===== src/rtl/vga_sync.sv =====
// vga_sync: 640x480@60 VGA timing generator.
// Divides clk by two into a pixel enable, runs the horizontal/vertical
// counters and produces registered sync, blanking and frame-start outputs.
// The sync and blanking flags are computed from the next counter values.
// They are registered on the same edge as the counters, so every output
// describes the same pixel in every cycle.
module vga_sync #(
   parameter int H_DISPLAY = 640,
   parameter int H_FP      = 16,
   parameter int H_SYNC    = 96,
   parameter int H_BP      = 48,
   parameter int V_DISPLAY = 480,
   parameter int V_FP      = 10,
   parameter int V_SYNC    = 2,
   parameter int V_BP      = 33,
   parameter int SYNC_POL  = 0
) (
   input  logic       clk,
   input  logic       reset,
   output logic       p_tick,
   output logic [9:0] pixel_x,
   output logic [9:0] pixel_y,
   output logic       video_on,
   output logic       hsync,
   output logic       vsync,
   output logic       vga_clk,
   output logic       vga_blank_n,
   output logic       vga_sync_n,
   output logic       frame_start
);

   localparam int H_TOTAL = H_DISPLAY + H_FP + H_SYNC + H_BP;
   localparam int V_TOTAL = V_DISPLAY + V_FP + V_SYNC + V_BP;

   // Counter limits and sync windows as 10-bit constants (inclusive bounds)
   localparam logic [9:0] H_MAX    = 10'(H_TOTAL - 1);
   localparam logic [9:0] V_MAX    = 10'(V_TOTAL - 1);
   localparam logic [9:0] H_VIS    = 10'(H_DISPLAY);
   localparam logic [9:0] V_VIS    = 10'(V_DISPLAY);
   localparam logic [9:0] H_SS     = 10'(H_DISPLAY + H_FP);
   localparam logic [9:0] H_SE     = 10'(H_DISPLAY + H_FP + H_SYNC - 1);
   localparam logic [9:0] V_SS     = 10'(V_DISPLAY + V_FP);
   localparam logic [9:0] V_SE     = 10'(V_DISPLAY + V_FP + V_SYNC - 1);
   localparam logic       SYNC_ACT = (SYNC_POL != 0);

   logic       tick_q;
   logic [9:0] h_q, v_q;
   logic [9:0] h_nxt, v_nxt;
   logic       h_end, v_end;
   logic       hs_q, vs_q, von_q, fs_q;
   logic       hs_nxt, vs_nxt, von_nxt, fs_nxt;

   // Pixel-enable divider: toggles every clk, phase restarts at 0 on reset
   always_ff @(posedge clk) begin
      if (reset) tick_q <= 1'b0;
      else       tick_q <= ~tick_q;
   end

   // Next counter position and the flags that describe that position
   always_comb begin
      h_end  = (h_q == H_MAX);
      v_end  = (v_q == V_MAX);
      h_nxt  = h_end ? 10'd0 : h_q + 10'd1;
      v_nxt  = v_q;
      if (h_end) v_nxt = v_end ? 10'd0 : v_q + 10'd1;
      hs_nxt  = (h_nxt >= H_SS && h_nxt <= H_SE) ? SYNC_ACT : ~SYNC_ACT;
      vs_nxt  = (v_nxt >= V_SS && v_nxt <= V_SE) ? SYNC_ACT : ~SYNC_ACT;
      von_nxt = (h_nxt < H_VIS) && (v_nxt < V_VIS);
      fs_nxt  = (h_nxt == 10'd0) && (v_nxt == 10'd0);
   end

   // Counters and flags advance together on pixel-enable edges. Reset
   // parks the counters at the last pixel so the first tick opens frame 0.
   always_ff @(posedge clk) begin
      if (reset) begin
         h_q   <= H_MAX;
         v_q   <= V_MAX;
         hs_q  <= ~SYNC_ACT;
         vs_q  <= ~SYNC_ACT;
         von_q <= 1'b0;
         fs_q  <= 1'b0;
      end else if (tick_q) begin
         h_q   <= h_nxt;
         v_q   <= v_nxt;
         hs_q  <= hs_nxt;
         vs_q  <= vs_nxt;
         von_q <= von_nxt;
         fs_q  <= fs_nxt;
      end else begin
         // frame_start lasts one clk; the off-phase edge always clears it
         fs_q  <= 1'b0;
      end
   end

   assign p_tick      = tick_q;
   assign vga_clk     = tick_q;  // rises mid-way through each 2-clk pixel
   assign pixel_x     = h_q;
   assign pixel_y     = v_q;
   assign video_on    = von_q;
   assign vga_blank_n = von_q;
   assign hsync       = hs_q;
   assign vsync       = vs_q;
   assign vga_sync_n  = 1'b0;     // no sync-on-green
   assign frame_start = fs_q;

endmodule


===== config.mk =====
export PLATFORM = sky130hd
export DESIGN_NAME = vga_sync
export DESIGN_NICKNAME = d
export VERILOG_FILES = /design/src/rtl/vga_sync.sv
export SDC_FILE = /design/constraint.sdc
export NUM_CORES = 1
export LEC_CHECK = 0
export BUFFER_PORTS_ARGS = -buffer_cell sky130_fd_sc_hd__buf_2
export CAP_MARGIN = 5
export CORE_AREA = 3 3 99 54
export DETAILED_ROUTE_END_ITERATION = 6
export DIE_AREA = 0 0 102 57
export GPL_ROUTABILITY_DRIVEN = 0
export SLEW_MARGIN = 20
export SYNTH_ARGS = -nofsm -noshare
export SYNTH_HDL_FRONTEND = slang
export SYNTH_SLANG_ARGS = --single-unit

===== constraint.sdc =====
create_clock -name clk -period 3.1 [get_ports clk]
set_input_delay 0.465 -clock clk [delete_from_list [all_inputs] [get_ports clk]]
set_output_delay 0.465 -clock clk [all_outputs]
set_load 0.005 [all_outputs]

# After elaboration in Yosys (flattened, before gate mapping)
# Cells that the tools add are included.
word_totals:
  register_bits: 25
  output_inout_bits: 28
  word_cells: 30
op_classes:
  addsub: 2
  magnitude_cmp: 6
  n_eq_ne: 2
  muxes: 5
  bitwise_logic: 1
  n_reduce_logical: 7
ops:
  columns: ["operator", "count"]
  rows:
  - ["two-way mux 10 bit", 3]
  - ["adder 10 x 1 -> 10 bit (second input constant)", 2]
  - ["== test 10 bit (second input constant)", 2]
  - ["logical NOT 10 bit", 2]
  - ["greater-or-equal comparator 10 bit (second input constant)", 1]
  - ["greater-or-equal comparator 10 x 9 -> 1 bit (second input constant)", 1]
  - ["<= comparator 10 bit (second input constant)", 1]
  - ["<= comparator 10 x 9 -> 1 bit (second input constant)", 1]
  - ["< comparator 10 bit (second input constant)", 1]
  - ["< comparator 10 x 9 -> 1 bit (second input constant)", 1]
  - ["logical AND 1 bit", 4]
  - ["two-way mux 1 bit", 2]
  - ["OR reduction 2 bit", 1]
  - ["NOT 1 bit", 1]

# Longest topological paths before layout
# Gate-level depths: netlist (run 1).
logic_depth:
  ltp_word: 6
  mapped_depth: 8
  mapped_depth_nobuf: 7

# Worst setup path before layout (run 1)
# OpenSTA, ideal clock, no wires.
synth_timing:
  kind: "register to register"
  from: "register h_q[0] (netlist: pixel_x[0])"
  to: "register vs_q (netlist: vsync)"
  setup_ns: 0.120
  arrival_time_ns: 2.178
  path_slack_ns: 0.803
  stages_incl_launch_ff: 7
  synth_period_minus_slack_ns: 2.297
  path_cell_list: "dfxtp_1 ha_1 nand3_1 or3_1 or3_1 a211o_1 o31a_1"
synth_between:
  elab_chain_len: 5
  word_cells_on_any_way: 6
  cone_classes: "2 x order compare; 1 x eq/ne; 2 x mux; 1 x reduce/logical"
synth_rtl:
  columns: ["element", "line_no", "text"]
  rows:
  - ["start: declaration", "47", "logic [9:0] h_q, v_q;"]
  - ["start signal: assignment", "83", "h_q <= h_nxt;"]
  - ["== test 10 bit (*)", "61", "h_end = (h_q == H_MAX);"]
  - ["two-way mux 10 bit (*)", "65", "if (h_end) v_nxt = v_end ? 10'd0 : v_q + 10'd1;"]
  - ["greater-or-equal comparator 10 x 9 -> 1 bit or <= comparator 10 x 9 -> 1 bit (tied branches)", "67", "vs_nxt = (v_nxt >= V_SS && v_nxt <= V_SE) ? SYNC_ACT : ~SYNC_ACT;"]
  - ["logical AND 1 bit (*)", "67", null]
  - ["two-way mux 1 bit (*)", "67", null]
  - ["end signal: assignment", "79", "vs_q <= ~SYNC_ACT;"]
  - ["end signal: assignment", "86", "vs_q <= vs_nxt;"]
  - ["end: declaration", "50", "logic hs_q, vs_q, von_q, fs_q;"]
# Mark *: on every way between the ends. The rest lies on a longest branch, timed or not.
# A chain may end at the register's enable or synchronous reset.

# Worst setup path in the final report (run 1)
# Same ends and word-level chain as after synthesis.

==> reports/summary.txt, run 1 <==
POWER
------------------------------------------------------------------------------------------------------
Sw power                                                                                     0.3035 mW
Pwr per Cell Area                                                                         448.0 nW/um2
Share of total power in the clock network                                                        24.5%
Combinational group share of total power                                                         30.3%
Fraction of power spent switching nets                                                          36.27%
Maximum vdd drop                                                                              162.6 uV
Reg power frac                                                                                   45.2%
Internal power                                                                               0.5333 mW
Standby leakage power                                                                        0.6969 nW

FINAL LAYOUT
------------------------------------------------------------------------------------------------------
Fraction of layout cells with a size suffix above 1                                             15.68%
Antenna fix cells                                                                                    0
Area growth syn-to-layout                                                                       9.217%
Post-route design area                                                                        1868 um2
Final net count                                                                                    243

DETAILED ROUTING
------------------------------------------------------------------------------------------------------
Final ANT Viol Nets                                                                                  0
DR vias/cell                                                                                     5.898
Remaining DRCs                                                                                       0
Router iterations before antenna repair                                                              4
DRT Wirelength                                                                                 4588 um
Total via count in the routed design                                                              1728
Iteration-0 DRC count of the detailed router                                                       117
Mean routed wirelength per cell                                                               15.66 um

SYNTHESIS
------------------------------------------------------------------------------------------------------
Commonest register cell after synthesis                                                        dfxtp_1
Synth Area in Simple Gates                                                                      28.38%
Mapped Avg Cell Area                                                                         7.535 um2
#FFs+latches synth                                                                                  25
Count of flip-flops with a built-in enable after synthesis                                           0
Combinational family with the most area after synthesis                                   simple AND/OR/NAND/NOR gates
Synthesized area                                                                              1710 um2
Async set or reset register ratio after synthesis                                                   0%
Post-synthesis compound-gate area fraction                                                      24.95%
Fraction of the yosys area taken by sequential cells                                            29.26%
Count of warnings emitted by yosys                                                                   0
Synthesized-area fraction occupied by xor and xnor cells                                        5.633%
Adder-cell share of the synthesized area                                                        2.926%
Multiplexer share of the synthesized area                                                           0%
Number of nets in the synthesized netlist                                                          233
Post-synth cell types                                                                               50
Number of standard cells after synthesis                                                           227

CRITICAL PATH
------------------------------------------------------------------------------------------------------
Source of the worst register-to-register timing path                                      pixel_x[0]$_SDFFE_PP1P_
Standard cell with the maximum stage delay on the critical path                                  or3_1
Largest fanout of any net on the critical path                                                      11
CP max stage delay                                                                             0.59 ns
Slack of the worst reg-to-reg path                                                             0.39 ns
Critical path cell sequence                                                               ha_1 > nand3_1 > or3_1 > or3_1 > a211o_1 > o31a_1
Crit path arrival time                                                                         2.88 ns
FF-to-FF End                                                                              vsync$_SDFFE_PP1P_
Startpoint type of the worst setup path                                                      flip-flop
Required time at the worst-slack endpoint                                                      3.27 ns
Most numerous cell on the critical path                                                          or3_1
Setup Crit Path Kind                                                                      flip-flop to flip-flop
Worst reg2reg path depth                                                                             6
Category of the worst setup path capture point                                               flip-flop

PLACEMENT
------------------------------------------------------------------------------------------------------
Detailed Place HPWL                                                                            3247 um
Dpl ws                                                                                       0.4476 ns
Placed cell area                                                                              1823 um2
IO Port Bufs                                                                                        28

STA
------------------------------------------------------------------------------------------------------
RSZ-0062 raised after global routing                                                                no
Number of endpoints failing setup at the final stage                                                 0
Max-slew headroom                                                                               59.38%
Hold Vio Cnt, Final                                                                                  0
Post-route clock period utilization                                                             87.50%
Smallest setup slack after layout                                                            0.3875 ns
Final TNS setup                                                                                   0 ns
Pins over their slew limit                                                                           0
Final critical path time including I/O delays and setup                                       2.713 ns
Largest clock skew in the final design                                                     0.002361 ns
Worst-margin pin slew                                                                        0.6043 ns
FMAX                                                                                         368.7 MHz

CTS
------------------------------------------------------------------------------------------------------
Number of buffers added by the clock tree synthesis step                                             3
Worst-case clock buffer depth                                                                        2
H-tree depth                                                                                         1
Post-cts gate resize count                                                                           0
Insertion delay of the later-clocked pin in the worst-skew pair                                0.28 ns
TritonCTS clock tree                                                                               yes
Count of hold-fix buffers inserted at cts                                                            0
Total setup buffers inserted after CTS                                                               0
Clock transition at the register clock pins on the worst setup and hold paths after CTS        0.09 ns
Root Buffer Master                                                                            clkbuf_8
Number of sinks on the clock net                                                                    25

MIN PATH
------------------------------------------------------------------------------------------------------
Hold wc startpoint                                                                        vga_blank_n$_SDFFE_PP0P_
Cells on Worst Hold Path                                                                             1
Worst hold endpoint                                                                       vga_blank_n$_SDFFE_PP0P_
Path category of the worst min-delay check                                                flip-flop to flip-flop

FLOORPLAN
------------------------------------------------------------------------------------------------------
Die footprint                                                                                 5814 um2
Count of pins on the block boundary                                                                 30
Core ar.                                                                                      4424 um2
Y dimension of the die                                                                           57 um
Starting density of the core                                                                    38.66%
Die width                                                                                       102 um
Placement Rows                                                                                      17

GRT
------------------------------------------------------------------------------------------------------
Via count of the first global-routing pass                                                        1498
Initial antenna violation count                                                                      0
Global-route wire length before repair                                                         7527 um
Maximum number of pins on one net before global-route repair                                        23
Total routing usage reported by global routing                                                  15.96%
Overflow left after global routing                                                                   0

FLOW RUN
------------------------------------------------------------------------------------------------------
Maxcap violations                                                                                    0

RUN STATUS
------------------------------------------------------------------------------------------------------
Status                                                                                    complete, no violations

[layout make-up]
type,count,area [um2]
fill,466,2556
sequential,25,500.5
multi-input combinational,168,1062
clock buffer,4,45.04
tap,57,71.32
inverter,9,33.78
timing repair buffer,30,155.1
[kinds of logic after synthesis]
kind of cell / count (synthesis)
other cells: 1
buf+inv: 34
fa+ha+maj: 4
compound gates: 65
xor+xnor: 11
flops: 25
simple gates: 87
[worst max path at each step]
| stage | start | endpoint | cells past startpoint |
|---|---|---|---|
| 3_5_place_dp | pixel_x[0]$_SDFFE_PP1P_ | vsync$_SDFFE_PP1P_ | 6 |
| 6_report | pixel_x[0]$_SDFFE_PP1P_ | vsync$_SDFFE_PP1P_ | 6 |
| 2_1_floorplan | pixel_x[0]$_SDFFE_PP1P_ | vsync$_SDFFE_PP1P_ | 6 |
| 5_1_grt | pixel_x[0]$_SDFFE_PP1P_ | vsync$_SDFFE_PP1P_ | 6 |
| 3_3_place_gp | pixel_x[0]$_SDFFE_PP1P_ | vsync$_SDFFE_PP1P_ | 6 |
| 4_1_cts | pixel_x[0]$_SDFFE_PP1P_ | vsync$_SDFFE_PP1P_ | 6 |
[sequential cells by signal, summed over array words and instances, names as in the netlist]
register	count
pixel_x	10
pixel_y	10
frame_start	1
hsync	1
p_tick	1
vga_blank_n	1
vsync	1
[Yosys cell counts, types with 3 or more instances]
| library cell | n | share of area [%] |
|---|---|---|
| or3_1 | 4 | 1.5 |
| or4_1 | 3 | 1.3 |
| dfxtp_1 | 25 | 29 |
| o21ai_0 | 16 | 4.7 |
| nand2b_1 | 3 | 1.1 |
| a211o_1 | 3 | 1.5 |
| nand4_1 | 8 | 2.9 |
| ha_1 | 4 | 2.9 |
| a31oi_1 | 4 | 1.5 |
| nand2_1 | 13 | 2.9 |
| xor2_1 | 4 | 2.0 |
| nor2_1 | 15 | 3.3 |
| and3_1 | 6 | 2.2 |
| clkbuf_1 | 20 | 4.4 |
| xnor2_1 | 7 | 3.6 |
| nor3_1 | 10 | 2.9 |
| a211oi_1 | 3 | 1.3 |
| a21oi_1 | 19 | 5.6 |
| inv_1 | 9 | 2.0 |
| buf_4 | 3 | 1.3 |
| nand3_1 | 9 | 2.6 |
| o21a_1 | 4 | 1.8 |
[layer usage]
layer	share of wire (%)	GRT usage, %	vias up
met5	0	0	-
met2	43	23.82	61
met3	6.8	3.419	6
met1	49	23.53	814
li1	-	-	847
met4	0.96	3.551	0
[through the flow]
| stage | hold slack (ns) | total power, mW | cells | utilization (%) |
|---|---|---|---|---|
| finish | 0.5000 | 0.8368 | 293 | 42.22 |
| global route | 0.5344 | 0.8904 | 293 | 42.22 |
| CTS | 0.5015 | 0.8401 | 293 | 42.22 |
| detailed placement | 0.4789 | 0.6326 | 289 | 41.20 |
| global placement | 0.4736 | 0.6333 | 289 | 41.20 |
| floorplan | 0.4886 | 0.5705 | 227 | - |
[worst max-delay path: cells and delay by family, from the launching register on]
family                   cells  cell delay (ns)
AND/OR/NAND/NOR              3             1.22
adder cells (fa/ha/maj)      1             0.32
AO/OA/AOI/OAI                2             0.60
flip-flops                   1             0.47
[power by group through the flow]
| stage | Combinational, mW | Clock, mW | Sequential (mW) |
|---|---|---|---|
| 2_1_floorplan | 0.207 | 0 | 0.364 |
| 3_3_place_gp | 0.250 | 0 | 0.383 |
| 3_5_place_dp | 0.247 | 0 | 0.385 |
| 4_1_cts | 0.249 | 0.213 | 0.378 |
| 5_1_grt | 0.281 | 0.225 | 0.385 |
| 6_report | 0.254 | 0.205 | 0.378 |
[layout by cell type (no fill, tap or decap), types with 2 or more instances in the layout]
cell       instances
dfxtp_1           25
buf_4              2
o21ai_0           16
or3_1              4
a211o_1            3
nand2b_1           3
and4_1             2
buf_2             28
xor2_1             4
a31oi_1            4
and2_1             2
o2111ai_1          2
o221ai_1           2
xnor2_1            7
clkbuf_8           3
nand3_1            9
a211oi_1           3
a21oi_1           19
nor2_1            15
o21a_1             4
ha_1               4
nand4_1            8
or4_1              3
nor4b_1            2
and3_1             6
nand2_1           13
nor3b_1            2
nor4_1             2
nor3_1            10
inv_1              9
Power figures use the tool's default switching activity.
==> inputs of run 2 (changes only) <==
--- a/config.mk
+++ b/config.mk
@@ -7,9 +7,9 @@
 export LEC_CHECK = 0
 export BUFFER_PORTS_ARGS = -buffer_cell sky130_fd_sc_hd__buf_2
 export CAP_MARGIN = 5
-export CORE_AREA = 3 3 99 54
+export CORE_AREA = 2 2 98 53
 export DETAILED_ROUTE_END_ITERATION = 6
-export DIE_AREA = 0 0 102 57
+export DIE_AREA = 0 0 100 55
 export GPL_ROUTABILITY_DRIVEN = 0
 export SLEW_MARGIN = 20
 export SYNTH_ARGS = -nofsm -noshare
==> reports/summary.txt, run 2 (same netlist as run 1, synthesis figures left out) <==
FINAL LAYOUT
------------------------------------------------------------------------------------------------------
Footprint of the flip-flops and latches                                                      500.5 um2   unchanged
Most frequent cells in the layout                                                         28 x buf_2, 25 x dfxtp_1, 19 x a21oi_1
Final net count                                                                                    247   +1.6%
Antenna fix cells                                                                                    0   unchanged
Utilization of the core after routing                                                           40.63%   -1.6 points
Multi-input gate area                                                                         1062 um2   unchanged
Fraction of layout cells with a size suffix above 1                                             17.50%   +1.8 points
Area growth syn-to-layout                                                                       11.27%
Most common library cell in the layout ignoring fill and taps                                    buf_2
Filler Cell Count                                                                                  497   +6.7%

STA
------------------------------------------------------------------------------------------------------
RSZ-0062 raised after global routing                                                                no
Hold Vio Cnt, Final                                                                                  0   unchanged
Number of endpoints failing setup at the final stage                                                 0   unchanged
Max-slew headroom                                                                               56.37%   -3.0 points
Worst-margin pin slew                                                                        0.6490 ns   +0.04468 ns
Largest clock skew in the final design                                                     0.004882 ns   +0.002521 ns
Pins over their slew limit                                                                           0   unchanged
Final TNS setup                                                                                   0 ns   unchanged
FMAX                                                                                         364.2 MHz   -1.2%
Worst Hold Slack                                                                             0.5530 ns   +0.05295 ns
Post-route clock period utilization                                                             88.58%   +1.1 points
Final critical path time including I/O delays and setup                                       2.746 ns   +0.03353 ns

CRITICAL PATH
------------------------------------------------------------------------------------------------------
Most numerous cell on the critical path                                                          or3_1
Largest fanout of any net on the critical path                                                      11   unchanged
Worst reg2reg path depth                                                                             6   unchanged
Source of the worst register-to-register timing path                                      pixel_x[0]$_SDFFE_PP1P_
Slack of the worst reg-to-reg path                                                             0.35 ns   -0.03 ns
Standard cell with the maximum stage delay on the critical path                                  or3_1
Required time at the worst-slack endpoint                                                      3.27 ns   about the same
FF-to-FF End                                                                              vsync$_SDFFE_PP1P_
Startpoint type of the worst setup path                                                      flip-flop
Category of the worst setup path capture point                                               flip-flop
Largest delay share family, worst path                                                    simple AND/OR/NAND/NOR gates
Critical path cell sequence                                                               ha_1 > nand3_1 > or3_1 > or3_1 > a211o_1 > o31a_1
Number of buffer and inverter stages on the critical path                                            0   unchanged
CP max stage delay                                                                             0.60 ns   about the same
Setup Crit Path Kind                                                                      flip-flop to flip-flop
Crit path arrival time                                                                         2.92 ns   +0.04 ns

CTS
------------------------------------------------------------------------------------------------------
Clock transition at the register clock pins on the worst setup and hold paths after CTS        0.09 ns   about the same
Post-cts gate resize count                                                                           0   unchanged
Insertion delay of the later-clocked pin in the worst-skew pair                                0.28 ns   about the same
Total setup buffers inserted after CTS                                                               0   unchanged
H-tree depth                                                                                         1   unchanged
TritonCTS clock tree                                                                               yes
Root Buffer Master                                                                            clkbuf_8
Worst-case clock buffer depth                                                                        2   unchanged
Number of buffers added by the clock tree synthesis step                                             3   unchanged
Count of hold-fix buffers inserted at cts                                                            0   unchanged
Number of sinks on the clock net                                                                    25   unchanged

DETAILED ROUTING
------------------------------------------------------------------------------------------------------
Iteration-0 DRC count of the detailed router                                                       271   +130%
DRT Wirelength                                                                                 4863 um   +6.0%
Remaining DRCs                                                                                       0   unchanged
Router iterations before antenna repair                                                              5   +1
Mean routed wirelength per cell                                                               16.21 um   +3.5%
Final ANT Viol Nets                                                                                  0   unchanged
Total via count in the routed design                                                              1795   +3.9%
DR vias/cell                                                                                     5.983   +1.5%

FLOW RUN
------------------------------------------------------------------------------------------------------
Maxcap violations                                                                                    0   unchanged

MIN PATH
------------------------------------------------------------------------------------------------------
Cells on Worst Hold Path                                                                             1   unchanged
Hold wc startpoint                                                                        vga_blank_n$_SDFFE_PP0P_
Path category of the worst min-delay check                                                flip-flop to flip-flop
Worst hold endpoint                                                                       vga_blank_n$_SDFFE_PP0P_

FLOORPLAN
------------------------------------------------------------------------------------------------------
Die footprint                                                                                 5500 um2   -5.4%
Core ar.                                                                                      4684 um2   +5.9%
Count of pins on the block boundary                                                                 30   unchanged
Placement Rows                                                                                      18   +1
Die width                                                                                       100 um   -2.0%
Y dimension of the die                                                                           55 um   -3.5%
Starting density of the core                                                                    36.51%   -2.1 points

PLACEMENT
------------------------------------------------------------------------------------------------------
Detailed Place HPWL                                                                            3599 um   +11%
IO Port Bufs                                                                                        28   unchanged

GRT
------------------------------------------------------------------------------------------------------
Global-route wire length before repair                                                         7997 um   +6.2%
Via count of the first global-routing pass                                                        1501   +0.20%
Maximum number of pins on one net before global-route repair                                        24   +4.3%
Initial antenna violation count                                                                      0   unchanged
Overflow left after global routing                                                                   0   unchanged
Total routing usage reported by global routing                                                  19.09%   +3.1 points

POWER
------------------------------------------------------------------------------------------------------
Pwr per Cell Area                                                                         444.2 nW/um2   -0.84%
Standby leakage power                                                                        0.7202 nW   +3.3%
Maximum vdd drop                                                                              171.7 uV   +5.6%

RUN STATUS
------------------------------------------------------------------------------------------------------
Status                                                                                    complete, no violations

==> run 2: cell count changes in the layout (fill, tap and decap cells not counted), sizes merged <==
cell,before,now
buf,30,34
clkbuf,4,3
clkinv,0,1
==> run 2: final cells by class <==
class | instances | area share [%]
clock buffer | 3 | 2.170
clock inverter | 1 | 0.2630
inverter | 9 | 1.775
multi-input combinational | 168 | 55.82
sequential | 25 | 26.30
tap | 60 | 3.945
timing repair buffer | 34 | 9.730
==> run 2: worst reg2reg max path: cells and delay by family (launching register included) <==
family	cells	cell delay (ns)
AO/OA/AOI/OAI	2	0.60
AND/OR/NAND/NOR	3	1.23
adder cells (fa/ha/maj)	1	0.33
flip-flops	1	0.48
==> run 2: how the worst max path moves through the flow <==
stage	endpoint	depth (start not counted)	slack, ns	startpoint
floorplan	vsync$_SDFFE_PP1P_	6	0.80	pixel_x[0]$_SDFFE_PP1P_
global placement	vsync$_SDFFE_PP1P_	6	0.49	pixel_x[0]$_SDFFE_PP1P_
detailed placement	vsync$_SDFFE_PP1P_	6	0.42	pixel_x[0]$_SDFFE_PP1P_
CTS	vsync$_SDFFE_PP1P_	6	0.39	pixel_x[0]$_SDFFE_PP1P_
global route	frame_start$_SDFF_PP0_	6	0.20	pixel_x[0]$_SDFFE_PP1P_
finish	vsync$_SDFFE_PP1P_	6	0.35	pixel_x[0]$_SDFFE_PP1P_
==> run 2: metrics by stage <==
stage | std cells | worst slack, ns | total power [mW] | instance area, um2
global placement | 296 | 0.4858 | 0.6461 | 1857
finish | 300 | 0.3539 | 0.8454 | 1903
CTS | 300 | 0.3871 | 0.8439 | 1903
detailed placement | 296 | 0.4182 | 0.6428 | 1857
floorplan | 227 | 0.8025 | 0.5705 | 1710
global route | 300 | 0.2022 | 0.8962 | 1903
==> run 2: per-layer routing <==
layer | vias to the layer above | global-route usage, % | wire, um | part of all wire (%)
li1 | 859 | - | - | -
met4 | 0 | 2.740 | 23 | 0.47
met1 | 802 | 30.30 | 2429 | 50
met2 | 130 | 24.89 | 1750 | 36
met5 | - | 0 | 0 | 0
met3 | 4 | 5.402 | 659 | 14
==> run 2: report_power, final <==
group,switching (mW),internal (mW),leakage (nW)
combinational,0.168,0.105,0.491
clock,0.110,0.0902,0.0255
sequential,0.0325,0.340,0.204
==> inputs of run 3 (changes only) <==
--- a/config.mk
+++ b/config.mk
@@ -11,6 +11,7 @@
 export DETAILED_ROUTE_END_ITERATION = 6
 export DIE_AREA = 0 0 100 55
 export GPL_ROUTABILITY_DRIVEN = 0
+export SETUP_SLACK_MARGIN = 0.5
 export SLEW_MARGIN = 20
 export SYNTH_ARGS = -nofsm -noshare
 export SYNTH_HDL_FRONTEND = slang
==> reports/summary.txt, run 3 (same netlist as run 1, synthesis figures left out) <==
DETAILED ROUTING
------------------------------------------------------------------------------------------------------
Mean routed wirelength per cell                                                               16.28 um   +0.45%
Total via count in the routed design                                                              1789   -0.33%
Iteration-0 DRC count of the detailed router                                                       267   -1.5%
Final ANT Viol Nets                                                                                  0   unchanged
Router iterations before antenna repair                                                              5   unchanged
DR vias/cell                                                                                     5.963   -0.33%
DRT Wirelength                                                                                 4885 um   +0.45%
Remaining DRCs                                                                                       0   unchanged

FINAL LAYOUT
------------------------------------------------------------------------------------------------------
Fraction of layout cells with a size suffix above 1                                             20.42%   +2.9 points
Most frequent cells in the layout                                                         28 x buf_2, 22 x dfxtp_1, 19 x a21oi_1
Multi-input gate area                                                                         1090 um2   +2.6%
Footprint of the flip-flops and latches                                                      504.2 um2   +0.75%
Antenna fix cells                                                                                    0   unchanged
Most common library cell in the layout ignoring fill and taps                                    buf_2
Final net count                                                                                    247   unchanged
Post-route design area                                                                        1934 um2   +1.6%
Area growth syn-to-layout                                                                       13.09%
Filler Cell Count                                                                                  497   unchanged
Final standard cell count with taps included and fillers excluded                                  300   unchanged

STA
------------------------------------------------------------------------------------------------------
Pins over their slew limit                                                                           0   unchanged
Max-slew headroom                                                                               66.74%   +10 points
Final TNS setup                                                                                   0 ns   unchanged
Final critical path time including I/O delays and setup                                       2.452 ns   -0.2936 ns
RSZ-0062 raised after global routing                                                                no
Post-route clock period utilization                                                             79.11%   -9.5 points
Hold Vio Cnt, Final                                                                                  0   unchanged
Largest clock skew in the final design                                                     0.002783 ns   -0.002099 ns
Worst-margin pin slew                                                                        0.4936 ns   -0.1554 ns
FMAX                                                                                         407.8 MHz   +12%
Number of endpoints failing setup at the final stage                                                 0   unchanged
Smallest setup slack after layout                                                            0.6476 ns   +0.2936 ns

POWER
------------------------------------------------------------------------------------------------------
Fraction of power spent switching nets                                                          37.08%   +0.39 points
Internal power                                                                               0.5414 mW   +1.1%
Maximum vdd drop                                                                              179.6 uV   +4.6%
Combinational group share of total power                                                         32.9%   +0.6 points
Reg power frac                                                                                   43.5%   -0.5 points
Share of total power in the clock network                                                        23.7%   about the same
Pwr per Cell Area                                                                         444.8 nW/um2   +0.12%
Sw power                                                                                     0.3190 mW   +2.8%
Standby leakage power                                                                        0.7241 nW   +0.55%
Tot Pwr                                                                                      0.8603 mW   +1.8%

PLACEMENT
------------------------------------------------------------------------------------------------------
Placed cell area                                                                              1857 um2   unchanged
Detailed Place HPWL                                                                            3599 um   unchanged
Dpl ws                                                                                       0.4182 ns   unchanged
IO Port Bufs                                                                                        28   unchanged
DP Cell Count                                                                                      296   unchanged

CRITICAL PATH
------------------------------------------------------------------------------------------------------
Largest fanout of any net on the critical path                                                      11   unchanged
Startpoint type of the worst setup path                                                      flip-flop
Required time at the worst-slack endpoint                                                      3.28 ns   about the same
Crit path arrival time                                                                         2.63 ns   -0.29 ns
Setup Crit Path Kind                                                                      flip-flop to flip-flop
Category of the worst setup path capture point                                               flip-flop

FLOORPLAN
------------------------------------------------------------------------------------------------------
Die width                                                                                       100 um   unchanged
Placement Rows                                                                                      18   unchanged
Count of pins on the block boundary                                                                 30   unchanged
Die footprint                                                                                 5500 um2   unchanged
Core ar.                                                                                      4684 um2   unchanged
Starting density of the core                                                                    36.51%   unchanged
Y dimension of the die                                                                           55 um   unchanged

CTS
------------------------------------------------------------------------------------------------------
Root Buffer Master                                                                            clkbuf_8
H-tree depth                                                                                         1   unchanged
Insertion delay of the later-clocked pin in the worst-skew pair                                0.28 ns   about the same
Clock transition at the register clock pins on the worst setup and hold paths after CTS        0.09 ns   about the same
Worst-case clock buffer depth                                                                        2   unchanged
Number of buffers added by the clock tree synthesis step                                             3   unchanged
Number of sinks on the clock net                                                                    25   unchanged
TritonCTS clock tree                                                                               yes
Count of hold-fix buffers inserted at cts                                                            0   unchanged

MIN PATH
------------------------------------------------------------------------------------------------------
Path category of the worst min-delay check                                                flip-flop to flip-flop

RUN STATUS
------------------------------------------------------------------------------------------------------
Status                                                                                    complete, no violations

GRT
------------------------------------------------------------------------------------------------------
Maximum number of pins on one net before global-route repair                                        24   unchanged
Via count of the first global-routing pass                                                        1495   -0.40%
Overflow left after global routing                                                                   0   unchanged
Initial antenna violation count                                                                      0   unchanged
Total routing usage reported by global routing                                                  19.15%   +0.056 points
Global-route wire length before repair                                                         8017 um   +0.25%

FLOW RUN
------------------------------------------------------------------------------------------------------
Maxcap violations                                                                                    0   unchanged

[run 3: cell counts in the layout (fill, tap and decap cells not counted)]
Identical to the previous run, type by type.
[run 3: final cells by class]
cell class                 instances  area share [%]
timing repair buffer              34           9.573
tap                               60           3.881
sequential                        25           26.07
clock inverter                     1          0.2587
inverter                           9           1.746
multi-input combinational        168           56.34
clock buffer                       3           2.135
[run 3: layer usage]
layer / global-route usage [%] / vias to the layer above / part of all wire [%]
li1: - / 860 / -
met1: 30.08 / 805 / 51
met2: 24.66 / 118 / 35
met3: 6.281 / 6 / 13
met4: 2.740 / 0 / 0.78
met5: 0 / - / 0
[run 3: power by group through the flow]
stage	logic, mW	registers (mW)	clock network (mW)
finish	0.283	0.374	0.204
global route	0.308	0.379	0.221
CTS	0.271	0.371	0.206
detailed placement	0.265	0.378	0
global placement	0.268	0.378	0
floorplan	0.207	0.364	0
[run 3: what timing repair did]
item	CTS	global route
endpoints found under the setup margin	3	4
gates resized for setup	1	7
setup buffers	0	0
[run 3: path summary, 6_finish.rpt]
| path | startpoint | to | slack, ns | cells past startpoint |
|---|---|---|---|---|
| min reg2reg | pixel_x[0]$_SDFFE_PP1P_ | pixel_x[0]$_SDFFE_PP1P_ | 0.55 | 1 |
| min | pixel_x[0]$_SDFFE_PP1P_ | pixel_x[0]$_SDFFE_PP1P_ | 0.55 | 1 |
| max reg2reg | pixel_x[0]$_SDFFE_PP1P_ | vsync$_SDFFE_PP1P_ | 0.65 | 6 |
| max | pixel_x[0]$_SDFFE_PP1P_ | vsync$_SDFFE_PP1P_ | 0.65 | 6 |
[run 3: worst max-delay path, cell delays in order, from the launching register on]
cell     delay, ns
dfxtp_2       0.42
ha_2          0.28
nand3_2       0.17
or3_4         0.51
or3_1         0.37
a211o_1       0.32
o31a_1        0.28
[run 3: stage by stage]
stage	util, %	hold WS (ns)
final	41.29	0.5470
after global routing	41.29	0.5891
after CTS	40.73	0.5457
after detailed placement	39.64	0.5132
after global placement	39.64	0.4967
after floorplan	-	0.4886
